## config.mk

```make
export PLATFORM = sky130hd
export DESIGN_NAME = vend_credit_ctrl
export DESIGN_NICKNAME = d
export VERILOG_FILES = /design/src/rtl/vend_pkg.sv /design/src/rtl/vend_change_gen.sv /design/src/rtl/vend_credit_ctrl.sv
export SDC_FILE = /design/constraint.sdc
export NUM_CORES = 1
export LEC_CHECK = 0
export CORE_MARGIN = 5
export CORE_UTILIZATION = 56
export DETAILED_ROUTE_END_ITERATION = 12
export PLACE_DENSITY = 0.89
export SLEW_MARGIN = 20
export SYNTH_ARGS = -nofsm -noshare
export SYNTH_HDL_FRONTEND = slang
export SYNTH_HIERARCHICAL = 1
export SYNTH_SLANG_ARGS = --single-unit
```

## constraint.sdc

```tcl
create_clock -name clk -period 4.7 [get_ports clk]
set_clock_uncertainty 0.2 [all_clocks]
set_input_delay 0.705 -clock clk [delete_from_list [all_inputs] [get_ports clk]]
set_output_delay 0.705 -clock clk [all_outputs]
set_load 0.01 [all_outputs]
```

## src/rtl/vend_pkg.sv

```systemverilog
// Shared types and helpers for the vending credit controller.
// All money quantities are in units of 5c.
package vend_pkg;

    typedef enum logic [1:0] {
        C5   = 2'd0,
        C10  = 2'd1,
        C25  = 2'd2,
        SLUG = 2'd3
    } coin_e;

    typedef enum logic [1:0] {
        IDLE     = 2'd0,
        CREDIT   = 2'd1,
        DISPENSE = 2'd2,
        CHANGE   = 2'd3
    } vstate_e;

    // A slug is worth nothing.
    function automatic logic [2:0] coin_value(input coin_e c);
        case (c)
            C5:      coin_value = 3'd1;
            C10:     coin_value = 3'd2;
            C25:     coin_value = 3'd5;
            default: coin_value = 3'd0;
        endcase
    endfunction

endpackage

```

## src/rtl/vend_change_gen.sv

```systemverilog
// Greedy change-coin chooser: the largest coin that still fits
// in the remaining credit.
module vend_change_gen
    import vend_pkg::*;
#(
    parameter int CREDIT_W = 8
) (
    input  logic [CREDIT_W-1:0] credit,
    output coin_e               chg_type
);

    always_comb begin
        chg_type = C5;
        if (credit >= CREDIT_W'(5))
            chg_type = C25;
        else if (credit >= CREDIT_W'(2))
            chg_type = C10;
    end

endmodule

```

## src/rtl/vend_credit_ctrl.sv

```systemverilog
// Vending controller: credit accumulation, item sale with stock tracking,
// and coin-by-coin change/refund through the hopper.
module vend_credit_ctrl
    import vend_pkg::*;
#(
    parameter int                  N_ITEMS    = 4,
    parameter int                  CREDIT_W   = 8,
    // Item 0 lives in the low byte.
    parameter logic [N_ITEMS*8-1:0] PRICES    = {8'd3, 8'd3, 8'd4, 8'd5},
    parameter logic [3:0]          STOCK_INIT = 4'd8,
    parameter int                  MAX_CREDIT = 20,
    localparam int                 SEL_W      = (N_ITEMS > 1) ? $clog2(N_ITEMS) : 1
) (
    input  logic                clk,
    input  logic                rst,
    input  logic                coin_valid,
    input  logic [1:0]          coin_type,
    output logic                coin_accept,
    output logic                coin_reject,
    input  logic                sel_valid,
    input  logic [SEL_W-1:0]    sel_item,
    input  logic                refund_req,
    output logic                disp_valid,
    output logic [SEL_W-1:0]    disp_item,
    input  logic                disp_ready,
    output logic                chg_valid,
    output logic [1:0]          chg_type,
    input  logic                chg_ready,
    output logic [CREDIT_W-1:0] credit,
    output logic [N_ITEMS-1:0]  sold_out,
    output logic                err_sel
);

    vstate_e             state;
    logic [3:0]          stock [N_ITEMS];
    coin_e               gen_type;
    logic                item_ok;
    logic [SEL_W-1:0]    sel_idx;
    logic [7:0]          sel_price;
    logic [CREDIT_W:0]   coin_sum;
    logic                sel_bad;
    logic                coin_bad;

    vend_change_gen #(.CREDIT_W(CREDIT_W)) u_change_gen (
        .credit   (credit),
        .chg_type (gen_type)
    );

    assign chg_type = gen_type;

    // Out-of-range selects are steered to item 0 so lookups stay in bounds;
    // item_ok still flags them as errors.
    always_comb begin
        item_ok   = (int'(sel_item) < N_ITEMS);
        sel_idx   = item_ok ? sel_item : '0;
        sel_price = PRICES[sel_idx*8 +: 8];
        sel_bad   = !item_ok || (stock[sel_idx] == 4'd0) ||
                    ({1'b0, credit} < (CREDIT_W+1)'(sel_price));
        coin_sum  = {1'b0, credit} + (CREDIT_W+1)'(coin_value(coin_e'(coin_type)));
        coin_bad  = (coin_e'(coin_type) == SLUG) ||
                    (coin_sum > (CREDIT_W+1)'(MAX_CREDIT));
    end

    always_comb begin
        for (int i = 0; i < N_ITEMS; i++)
            sold_out[i] = (stock[i] == 4'd0);
    end

    // Refund beats select beats coin; a losing coin is handed back.
    always_ff @(posedge clk) begin
        if (rst) begin
            state       <= IDLE;
            credit      <= '0;
            coin_accept <= 1'b0;
            coin_reject <= 1'b0;
            err_sel     <= 1'b0;
            disp_valid  <= 1'b0;
            disp_item   <= '0;
            chg_valid   <= 1'b0;
            for (int i = 0; i < N_ITEMS; i++)
                stock[i] <= STOCK_INIT;
        end else begin
            coin_accept <= 1'b0;
            coin_reject <= 1'b0;
            err_sel     <= 1'b0;
            case (state)
                IDLE, CREDIT: begin
                    if (refund_req) begin
                        if (coin_valid)
                            coin_reject <= 1'b1;
                        if (credit != '0) begin
                            state     <= CHANGE;
                            chg_valid <= 1'b1;
                        end
                    end else if (sel_valid) begin
                        if (coin_valid)
                            coin_reject <= 1'b1;
                        if (state == CREDIT) begin
                            if (sel_bad) begin
                                err_sel <= 1'b1;
                            end else begin
                                credit         <= credit - CREDIT_W'(sel_price);
                                stock[sel_idx] <= stock[sel_idx] - 4'd1;
                                state          <= DISPENSE;
                                disp_valid     <= 1'b1;
                                disp_item      <= sel_item;
                            end
                        end
                    end else if (coin_valid) begin
                        if (coin_bad) begin
                            coin_reject <= 1'b1;
                        end else begin
                            coin_accept <= 1'b1;
                            credit      <= coin_sum[CREDIT_W-1:0];
                            state       <= CREDIT;
                        end
                    end
                end
                DISPENSE: begin
                    if (coin_valid)
                        coin_reject <= 1'b1;
                    if (disp_ready) begin
                        disp_valid <= 1'b0;
                        if (credit != '0) begin
                            state     <= CHANGE;
                            chg_valid <= 1'b1;
                        end else begin
                            state <= IDLE;
                        end
                    end
                end
                CHANGE: begin
                    if (coin_valid)
                        coin_reject <= 1'b1;
                    if (chg_ready) begin
                        credit <= credit - CREDIT_W'(coin_value(gen_type));
                        if (credit == CREDIT_W'(coin_value(gen_type))) begin
                            state     <= IDLE;
                            chg_valid <= 1'b0;
                        end
                    end
                end
                default: state <= IDLE;
            endcase
        end
    end

endmodule

```

==> results of run 1 <==
-- worst max-delay path: stages --
cell	delay [ns]
clkdlybuf4s50_1	0.48
inv_1	0.10
ha_1	0.22
inv_1	0.08
fa_1	0.49
nor2b_1	0.25
o22ai_1	0.12
a311oi_1	0.34
nand3b_1	0.17
nand3_2	0.25
nor3_1	0.29
mux2_1	0.33
-- final timing paths --
| check | start | endpoint | slack (ns) | depth (start not counted) |
|---|---|---|---|---|
| hold / removal | disp_valid$_SDFFE_PP0P_ | disp_valid$_SDFFE_PP0P_ | 0.29 | 2 |
| setup / recovery | coin_type[0] | credit[4]$_SDFFE_PP0P_ | 0.85 | 12 |
| setup reg to reg | credit[1]$_SDFFE_PP0P_ | credit[4]$_SDFFE_PP0P_ | 1.30 | 9 |
| hold reg to reg | disp_valid$_SDFFE_PP0P_ | disp_valid$_SDFFE_PP0P_ | 0.29 | 2 |
-- stage by stage --
stage	util, %	std cells	hold WS, ns	area (um2)	total power (W)
final	67.9	369	0.290	2960	0.00172
after global routing	67.9	369	0.332	2960	0.00186
after CTS	67.9	369	0.293	2960	0.00171
after detailed placement	65.4	361	0.277	2850	0.00144
after global placement	65.4	361	0.263	2850	0.00142
after floorplan	-	289	0.294	2520	0.00117
-- layout make-up --
type | count | area (um2) | share of cell area (%)
multi-input cells | 220 | 1550 | 52.4
flip-flops and latches | 33 | 821 | 27.8
repair buffers | 34 | 333 | 11.3
inverters | 22 | 82.6 | 2.79
clock buffers | 6 | 72.6 | 2.46
well taps | 52 | 65.1 | 2.20
clock inverters | 2 | 33.8 | 1.14
-- cell usage in the layout (no fill, tap or decap), types with 7 or more instances in the layout --
cell	synthesis	layout
or3_1	7	7
o21ai_0	12	12
nor2_1	31	31
ha_1	15	15
nand3_1	7	7
clkdlybuf4s50_1	0	31
edfxtp_1	16	16
nor2b_1	9	9
nor3_1	14	14
dfxtp_1	17	17
a21oi_1	20	20
nand2_1	16	16
inv_1	22	22
-- flip-flops by register name (all words and copies together) (netlist names) --
name         count
credit           8
coin_reject      1
stock           16
disp_valid       1
state            2
err_sel          1
chg_valid        1
coin_accept      1
disp_item        2
-- power groups by stage --
| stage | logic [W] | clock network, W | registers (W) |
|---|---|---|---|
| floorplan | 0.000752 | 0 | 0.000417 |
| global placement | 0.000982 | 0 | 0.000437 |
| detailed placement | 0.00100 | 0 | 0.000438 |
| CTS | 0.00101 | 0.000263 | 0.000433 |
| global route | 0.00114 | 0.000278 | 0.000442 |
| finish | 0.00102 | 0.000260 | 0.000435 |
-- cells by family after synthesis --
kind of cell | Yosys count | share of synthesized area (%)
buffers and inverters | 36 | 6.19
adder cells (fa/ha/maj) | 18 | 9.81
multiplexers | 10 | 5.55
flip-flops | 33 | 32.5
AND/OR/NAND/NOR | 114 | 24.4
XOR/XNOR | 5 | 1.73
AO/OA/AOI/OAI | 73 | 19.8
-- metal layers --
metal | track usage, % | vias up | share of wire (%)
met5 | 0 | - | 0
met3 | 4.92 | 15 | 7.9
met2 | 35.6 | 119 | 49
met1 | 27.8 | 1095 | 41
met4 | 6.70 | 0 | 2.2
li1 | - | 1116 | -
==> metrics, run 1 <==
Final GP Congestion=between 0.8 and 0.9; clk sink count=33; Final Hold Fails=0; Hold-fix buffers, CTS=0; ratio of cells with drive above 1 in the final layout=~8.5%; P_sw=~0.00074 W; Num CTS Buffers=5; ys flop type=dfxtp_1; largest net degree at the start of global routing=24; starting density of the core=between 50 and 60%; Core Box Area=~0.0044 mm2; GR Overflow Total=0; Die X=approximately 77 um; Port-buffer cells=31; clk slew on worst S/H paths=0.07 ns; CTS tree=yes; setup TNS=0 ns; Pleak=around 1.1 nW; Comb pwr share=roughly three fifths; worst-skew pair later-pin latency=between 0.2 and 0.3 ns; Clock Tree Buf Depth=2; die area=a little under 0.006 mm2; Syn Area/Cell=~8.7 um2; outcome=completed; unrepaired setup endpoints after global routing=false; Synth area leader=edfxtp_1; Max-slew headroom=between 40% and 50%; sw frac=43.0%; Synth Register Bits=33; Post-CTS Setup Bufs=0; overall global routing resource usage=between 20% and 30%; Final Max Slew Viols=0; Residual DRC=0; Ports=32; number of DRC markers in iteration 0=between 150 and 200; maxcap violations=0; Vias/cell=around 6.4; setup ws final=around 0.85 ns; type of origin of the critical path=input port; Layout area overhead=17.0%; syn nets=318; yosys warns=6; H-tree Lvls=2; cell with the most instances after synthesis=nor2_1; Setup-failing EPs final=0; Gate Count Post-Synth=a little under 300; min-delay worst type=reg2reg; pwr/cell area=a little under 600 mW/mm2; synthesized area=between 0.002 and 0.003 mm2; crit path kind=in2reg; VDD IR max=slightly below 0.3 mV; first-pass GRT wire length=roughly 11,000 um; worst slack at placement=~0.62 ns; EDFF count, synth=16; DRT Pass-1 Iters=5; Clk pwr share=between 10% and 20%; post-CTS sizing=0; Synth cell types=63; Post-synth ARST share=0%; Total Wirelength=approximately 6200 um; Max Freq=approximately 260 MHz; Reg power frac=between 20 and 30%; antenna cells=0; min Tclk post-route=about 3.8 ns; number of global-route vias before repair=2,259; Critical Path AT=3.82 ns; Die Y-Extent=~77 um; CTS Root Cell=clkbuf_8; top cells by area, synth=edfxtp_1 (19%), dfxtp_1 (13%), ha_1 (7.4%); DP HPWL=around 4600 um; Critical Path End Type=flop; Worst EP required=4.67 ns; share of the synthesized area in the top cell type=19.0%; DR vias=2,345; top cells by count, synth=nor2_1 (31), inv_1 (22), a21oi_1 (20); post-route ant nets=0; internal power=between 0.0009 and 0.001 W; CP max FO=14; Worst Tran Pin Value=between 0.7 and 0.8 ns; # fillers=approximately 340; num rows=24; Final Cycle Share=between 80% and 90%; register area share after synthesis=around a third; initial antenna violation count=0; DR WL/cell=~17 um; Nets=about 350
Power figures use the tool's default switching activity.
==> run 2: changes to the inputs <==
--- a/config.mk
+++ b/config.mk
@@ -6,9 +6,9 @@
 export NUM_CORES = 1
 export LEC_CHECK = 0
 export CORE_MARGIN = 5
-export CORE_UTILIZATION = 56
+export CORE_UTILIZATION = 51
 export DETAILED_ROUTE_END_ITERATION = 12
-export PLACE_DENSITY = 0.89
+export PLACE_DENSITY = 0.85
 export SLEW_MARGIN = 20
 export SYNTH_ARGS = -nofsm -noshare
 export SYNTH_HDL_FRONTEND = slang
==> constraint.sdc (replaced) <==
create_clock -name clk -period 3.2 [get_ports clk]
set_clock_uncertainty 0.2 [all_clocks]
set_input_delay 0.48 -clock clk [delete_from_list [all_inputs] [get_ports clk]]
set_output_delay 0.48 -clock clk [all_outputs]
set_load 0.01 [all_outputs]
==> run 2 against run 1 <==
  * Non-clock buffer count up 41
  * Register-to-register slack got worse by 1.1 ns
  * Utilization increased by 2.9 points
  * Setup slack got worse by 0.72 ns
  * Sequential share of layout area decreased by 3.3 points
  * Die area is 8.5% higher
  * Highest routed layer unchanged
==> metrics, run 2 (synthesis results as in run 1) <==
Ports=32 (unchanged); Critical Path End Type=flop; sw frac=42.7% (-0.33 points); Final Util=70.8% (+2.9 points); outcome=completed; Hold Slack=0.278 ns (-0.0119 ns); GR Overflow Total=0 (unchanged); internal power=0.00157 W (+61%); register area=825 um2 (+0.46%); Final GP Congestion=0.946 (+6.8%); H-tree Lvls=2 (unchanged); Final Max Slew Viols=0 (unchanged); Layout area overhead=33.3%; num rows=25 (+4.2%); DP Area=0.00318 mm2 (+12%); clk sink count=33 (unchanged); Vias/cell=5.66 (-11%); Crit Reg-Reg Endpoint=credit[5]$_SDFFE_PP0P_; pwr/cell area=817 mW/mm2 (+41%); CTS tree=yes; Hold-fix buffers, CTS=0 (unchanged); number of DRC markers in iteration 0=134 (-19%); Max-slew headroom=75.7% (+27 points); met3 wire length=359 um (-27%); metal2 WL=3510 um (+14%); number of global-route vias before repair=2,541 (+12%); commonest non-fill, non-tap cells in the layout=buf_4 (43), nor2_1 (31), clkdlybuf4s50_1 (28); DR WL/cell=15.8 um (-6.6%); M1 wire length=2710 um (+6.8%); type of origin of the critical path=input port; Reg power frac=21.4% (-4.0 points); reg2reg start=credit[5]$_SDFFE_PP0P_; Residual DRC=0 (unchanged); max reg flops=16 (unchanged); Final Hold Fails=0 (unchanged); Worst EP required=3.18 ns (-1.49 ns); Worst Tran Pin Value=0.361 ns (-0.409 ns); Port-buffer cells=31 (unchanged); Biggest register=stock; Clock Tree Buf Depth=2 (unchanged); min Tclk post-route=3.07 ns; R2R Setup Slk=0.20 ns (-1.10 ns); CP max FO=6 (-8); setup TNS=0 ns (unchanged); antenna cells=0 (unchanged); Post-CTS Setup Bufs=0 (unchanged); VDD IR max=0.453 mV (+54%); Num CTS Buffers=5 (unchanged); DP HPWL=5310 um (+14%); post-route ant nets=0 (unchanged); worst-skew pair later-pin latency=0.29 ns (about the same); min-delay worst type=reg2reg; Die X=80.4 um (+4.2%); post-route cell area=0.00336 mm2 (+14%); Setup-failing EPs final=0 (unchanged); Nets=386 (+12%); Die Y-Extent=80.4 um (+4.2%); Max Freq=about 330 MHz; Clk pwr share=11.2% (-3.9 points); die area=0.00646 mm2 (+8.5%); first-pass GRT wire length=11,300 um (+5.8%); crit path kind=in2reg; commonest non-fill, non-tap cell in the layout=buf_4; overall global routing resource usage=22.1% (+0.60 points); Total Wirelength=6700 um (+7.5%); reg2reg path depth=11 (+2); area of the multi-input gates=0.00164 mm2 (+6.1%); maxcap violations=0 (unchanged); Comb pwr share=67.4% (+7.9 points); # fillers=380 (+13%); P_sw=0.00117 W (+59%); Largest regs=stock (16), credit (8); CTS Root Cell=clkbuf_8; largest net degree at the start of global routing=23 (-4.2%); Critical Path AT=3.05 ns (-0.77 ns); highest metal used=met4; Final Cycle Share=95.8%; initial antenna violation count=0 (unchanged); Core Box Area=0.00475 mm2 (+9.2%); Pleak=1.33 nW (+22%); ratio of cells with drive above 1 in the final layout=24.9% (+16 points); DRT Pass-1 Iters=5 (unchanged); DR vias=2,405 (+2.6%); Worst Setup EP=credit[4]$_SDFFE_PP0P_; beginning of the critical path=coin_type[0]; starting density of the core=53.1% (-4.9 points); clk slew on worst S/H paths=0.07 ns (about the same)
==> run 2: changes by cell type in the layout (fill, tap and decap cells not counted), sizes merged <==
cell	delta
bufinv	-1
dlymetal6s2s	+1
buf	+41
clkdlybuf4s50	-3
clkinv	+1
clkinvlp	+1
clkbuf	-1
dlygate4sd2	+2
==> run 2: cell type report <==
class                      instances  share of cell area (%)
inverter                          22                    2.45
tap                               67                    2.49
clock buffer                       5                    2.05
timing repair buffer              75                    19.2
sequential                        33                    24.5
clock inverter                     3                   0.521
multi-input combinational        220                    48.8
==> run 2: what timing repair did <==
item                                    in CTS  in global routing
endpoints found under the setup margin      14                 27
endpoints found under the hold margin        0                  0
pin swaps                                    3                  6
gates resized for setup                      5                 20
gates cloned                                 0                  0
==> run 2: worst min-delay path by stage <==
stage / start / to / slack [ns] / cells after the start
2_1_floorplan: disp_valid$_SDFFE_PP0P_ / disp_valid$_SDFFE_PP0P_ / 0.29 / 2
3_3_place_gp: disp_valid$_SDFFE_PP0P_ / disp_valid$_SDFFE_PP0P_ / 0.26 / 2
3_5_place_dp: disp_valid$_SDFFE_PP0P_ / disp_valid$_SDFFE_PP0P_ / 0.27 / 2
4_1_cts: disp_valid$_SDFFE_PP0P_ / disp_valid$_SDFFE_PP0P_ / 0.28 / 2
5_1_grt: disp_valid$_SDFFE_PP0P_ / disp_valid$_SDFFE_PP0P_ / 0.33 / 2
6_report: disp_valid$_SDFFE_PP0P_ / disp_valid$_SDFFE_PP0P_ / 0.28 / 2
==> run 2: power groups by stage <==
stage	clock network (W)	logic, W	registers (W)
2_1_floorplan	0	0.00111	0.000612
3_3_place_gp	0	0.00170	0.000589
3_5_place_dp	0	0.00176	0.000591
4_1_cts	0.000313	0.00178	0.000582
5_1_grt	0.000332	0.00203	0.000597
6_report	0.000308	0.00185	0.000589
==> run 2: metrics by stage <==
| stage | setup slack (ns) | total power [W] | cells |
|---|---|---|---|
| 2_1_floorplan | 0.0106 | 0.00172 | 289 |
| 3_3_place_gp | -0.286 | 0.00229 | 417 |
| 3_5_place_dp | -0.507 | 0.00235 | 417 |
| 4_1_cts | 0.0395 | 0.00267 | 425 |
| 5_1_grt | -0.00342 | 0.00296 | 425 |
| 6_report | 0.134 | 0.00275 | 425 |
==> run 2: critical path, cell delays in order <==
cell and delay [ns]:
dlygate4sd2_1 0.31, inv_1 0.09, ha_1 0.18, inv_1 0.06, fa_1 0.51, nor2b_4 0.17
nor3_1 0.08, o31ai_1 0.30, a2bb2oi_2 0.17, nand3_2 0.16, nor3_2 0.21, mux2_1 0.33
==> run 2: per-layer routing <==
layer | track usage (%) | vias to the layer above
met5 | 0 | -
met4 | 7.94 | 0
met3 | 3.48 | 16
met2 | 42.1 | 86
met1 | 24.5 | 1114
li1 | - | 1189
==> run 3: changes to the inputs <==
--- a/config.mk
+++ b/config.mk
@@ -5,9 +5,11 @@
 export SDC_FILE = /design/constraint.sdc
 export NUM_CORES = 1
 export LEC_CHECK = 0
+export CAP_MARGIN = 5
 export CORE_MARGIN = 5
 export CORE_UTILIZATION = 51
 export DETAILED_ROUTE_END_ITERATION = 12
+export MAX_ROUTING_LAYER = met4
 export PLACE_DENSITY = 0.85
 export SLEW_MARGIN = 20
 export SYNTH_ARGS = -nofsm -noshare
==> constraint.sdc (replaced) <==
create_clock -name clk -period 2.7 [get_ports clk]
set_clock_uncertainty 0.2 [all_clocks]
set_input_delay 0.405 -clock clk [delete_from_list [all_inputs] [get_ports clk]]
set_output_delay 0.405 -clock clk [all_outputs]
set_load 0.01 [all_outputs]
==> run 3 against run 2 <==
  * First-iteration DRC count grew to 2.6 times the previous value
  * Sequential power grew 21%
  * Global-route usage grew 7.0 points
  * Total power grew 62%
  * Routed wire length grew 45%
  * Die area is the same
  * Register-to-register slack lost 0.51 ns
  * The run now ends with setup timing left
  * Non-clock buffer count grew 38
  * Cell area grew 20%
  * Final cell count grew 8.9%
  * Utilization grew 14 points
  * Hold slack gained 0.0067 ns
==> metrics, run 3 (synthesis results as in run 1) <==
Residual DRC=0 (unchanged); first-pass GRT wire length=14,000 um (+25%); Critical Path End Type=flop; H-tree Lvls=2 (unchanged); outcome=finished with violations; CTS tree=yes; CTS Root Cell=clkbuf_8; reg2reg path depth=11 (unchanged); DR vias=2,920 (+21%); setup ws final=-0.314 ns (-0.448 ns); max reg flops=16 (unchanged); worst-skew pair later-pin latency=0.29 ns (about the same); unrepaired setup endpoints after global routing=true; Final Max Slew Viols=0 (unchanged); Min-Delay Startpoint=disp_valid$_SDFFE_PP0P_; post-route ant nets=0 (unchanged); Largest regs=stock (16), credit (8); min-delay worst type=reg2reg; Worst Tran Pin Value=0.576 ns (+0.215 ns); Port-buffer cells=31 (unchanged); commonest non-fill, non-tap cells in the layout=buf_4 (74), clkdlybuf4s50_1 (27), nor2_1 (24); clk slew on worst S/H paths=0.08 ns (about the same); Critical Path AT=3.05 ns (about the same); crit path kind=reg2reg; clk sink count=33 (unchanged); DP HPWL=5760 um (+8.5%); starting density of the core=53.1% (unchanged); Hold Slack=0.285 ns (+0.00668 ns); Final Cycle Share=112%; cell depth of the worst min-delay path=2 (unchanged); Cells after DPL=438 (+5.0%); Final GP Congestion=0.983 (+3.9%); number of DRC markers in iteration 0=345 (+160%); Layout area overhead=60.3%; min Tclk post-route=3.01 ns; Total Wirelength=9710 um (+45%); worst slack at placement=-0.800 ns (-0.293 ns); Ports=32 (unchanged); Core Box Area=0.00475 mm2 (unchanged); num rows=25 (unchanged); largest net degree at the start of global routing=19 (-17%); GR Overflow Total=0 (unchanged); Clock Tree Buf Depth=2 (unchanged); reg2reg start=credit[3]$_SDFFE_PP0P_; Setup-failing EPs final=41 (+41); type of origin of the critical path=flop; failing checks=setup timing; worst path cell trace=nor3_4 -> and4b_2 -> nand2b_4 -> ha_4 -> nor2b_4 -> o21a_1 -> or3b_1 -> o31a_1 -> o31a_1 -> or3_1 -> a21oi_1; # fillers=241 (-37%); overall power=0.00445 W (+62%); area of the multi-input gates=0.00197 mm2 (+20%); Vias/cell=6.31 (+11%); CP max FO=3 (-3); Final Hold Fails=0 (unchanged); Slowest-stage cell, CP=or3b_1; antenna cells=0 (unchanged); Worst EP required=2.73 ns (-0.45 ns); commonest non-fill, non-tap cell in the layout=buf_4; critical path's most frequent cell=o31a_1; Pleak=1.61 nW (+21%); register area=835 um2 (+1.2%); DRT Pass-1 Iters=5 (unchanged); Nets=424 (+9.8%); CP max stage delay=0.37 ns (-0.14 ns); Max Freq=between 300 and 400 MHz; ratio of cells with drive above 1 in the final layout=45.7% (+21 points); DR WL/cell=21.0 um (+33%); beginning of the critical path=credit[3]$_SDFFE_PP0P_; number of global-route vias before repair=2,864 (+13%); Max-slew headroom=61.2% (-15 points); Num CTS Buffers=5 (unchanged); Finished Layout Cells=463 (+8.9%); pwr/cell area=1100 mW/mm2 (+35%); Die Y-Extent=80.4 um (unchanged); overall global routing resource usage=29.2% (+7.0 points); Die X=80.4 um (unchanged); VDD IR max=0.662 mV (+46%); initial antenna violation count=0 (unchanged); Biggest register=stock; die area=0.00646 mm2 (unchanged); maxcap violations=0 (unchanged)
run 3: changes by cell type in the layout (fill, tap and decap cells not counted), sizes merged:
cell	previous run	this run
buf	44	83
clkbuf	5	6
clkdlybuf4s15	0	2
clkdlybuf4s50	28	27
clkinvlp	1	0
dlygate4sd2	2	1
dlymetal6s2s	1	0
run 3: layout make-up:
type / instances / share of cell area (%)
Tap cell: 67 / 2.07
Clock buffer: 6 / 2.04
Clock inverter: 2 / 0.216
Inverter: 22 / 2.35
Timing Repair Buffer: 113 / 23.9
Sequential cell: 33 / 20.6
Multi-Input combinational cell: 220 / 48.8
run 3: power by group:
part	internal (W)	switching [W]	total [W]
registers	0.000621	0.0000930	0.000714
clock network	0.000202	0.000191	0.000393
logic	0.00166	0.00168	0.00334
run 3: worst paths after layout:
| kind | endpoint | slack [ns] |
|---|---|---|
| worst max-delay path | credit[5]$_SDFFE_PP0P_ | -0.31 |
| worst min-delay path | disp_valid$_SDFFE_PP0P_ | 0.29 |
| worst max register to register | credit[5]$_SDFFE_PP0P_ | -0.31 |
| worst min register to register | disp_valid$_SDFFE_PP0P_ | 0.29 |
run 3: per-layer routing:
metal	up-vias	track usage (%)	routed length, um
li1	1272	-	-
met1	1402	32.8	3770
met2	185	51.0	4800
met3	61	4.48	600
met4	0	12.8	534
met5	-	-	0
run 3: worst max-delay path: cells and delay by family (launching register included):
kind | cells | cell delay, ns
AND/OR/NAND/NOR | 6 | 1.41
adder cells (fa/ha/maj) | 1 | 0.22
AO/OA/AOI/OAI | 4 | 0.76
flip-flops | 1 | 0.36
run 3: through the flow:
| step | setup TNS (ns) | util, % | instance area (um2) |
|---|---|---|---|
| finish | -4.24 | 85.1 | 4050 |
| detailed placement | -32.47 | 72.0 | 3420 |
| CTS | -1.48 | 80.2 | 3810 |
| global route | -7.63 | 85.1 | 4050 |
| floorplan | -2.96 | - | 2660 |
| global placement | -29.18 | 72.0 | 3420 |
run 3: repair_timing:
item | 4_1_cts | 5_1_grt
setup buffers | 12 | 9
endpoints found under the setup margin | 49 | 45
gates cloned | 0 | 0
hold buffers | 0 | 0
gates resized for setup | 57 | 39
pin swaps | 24 | 22
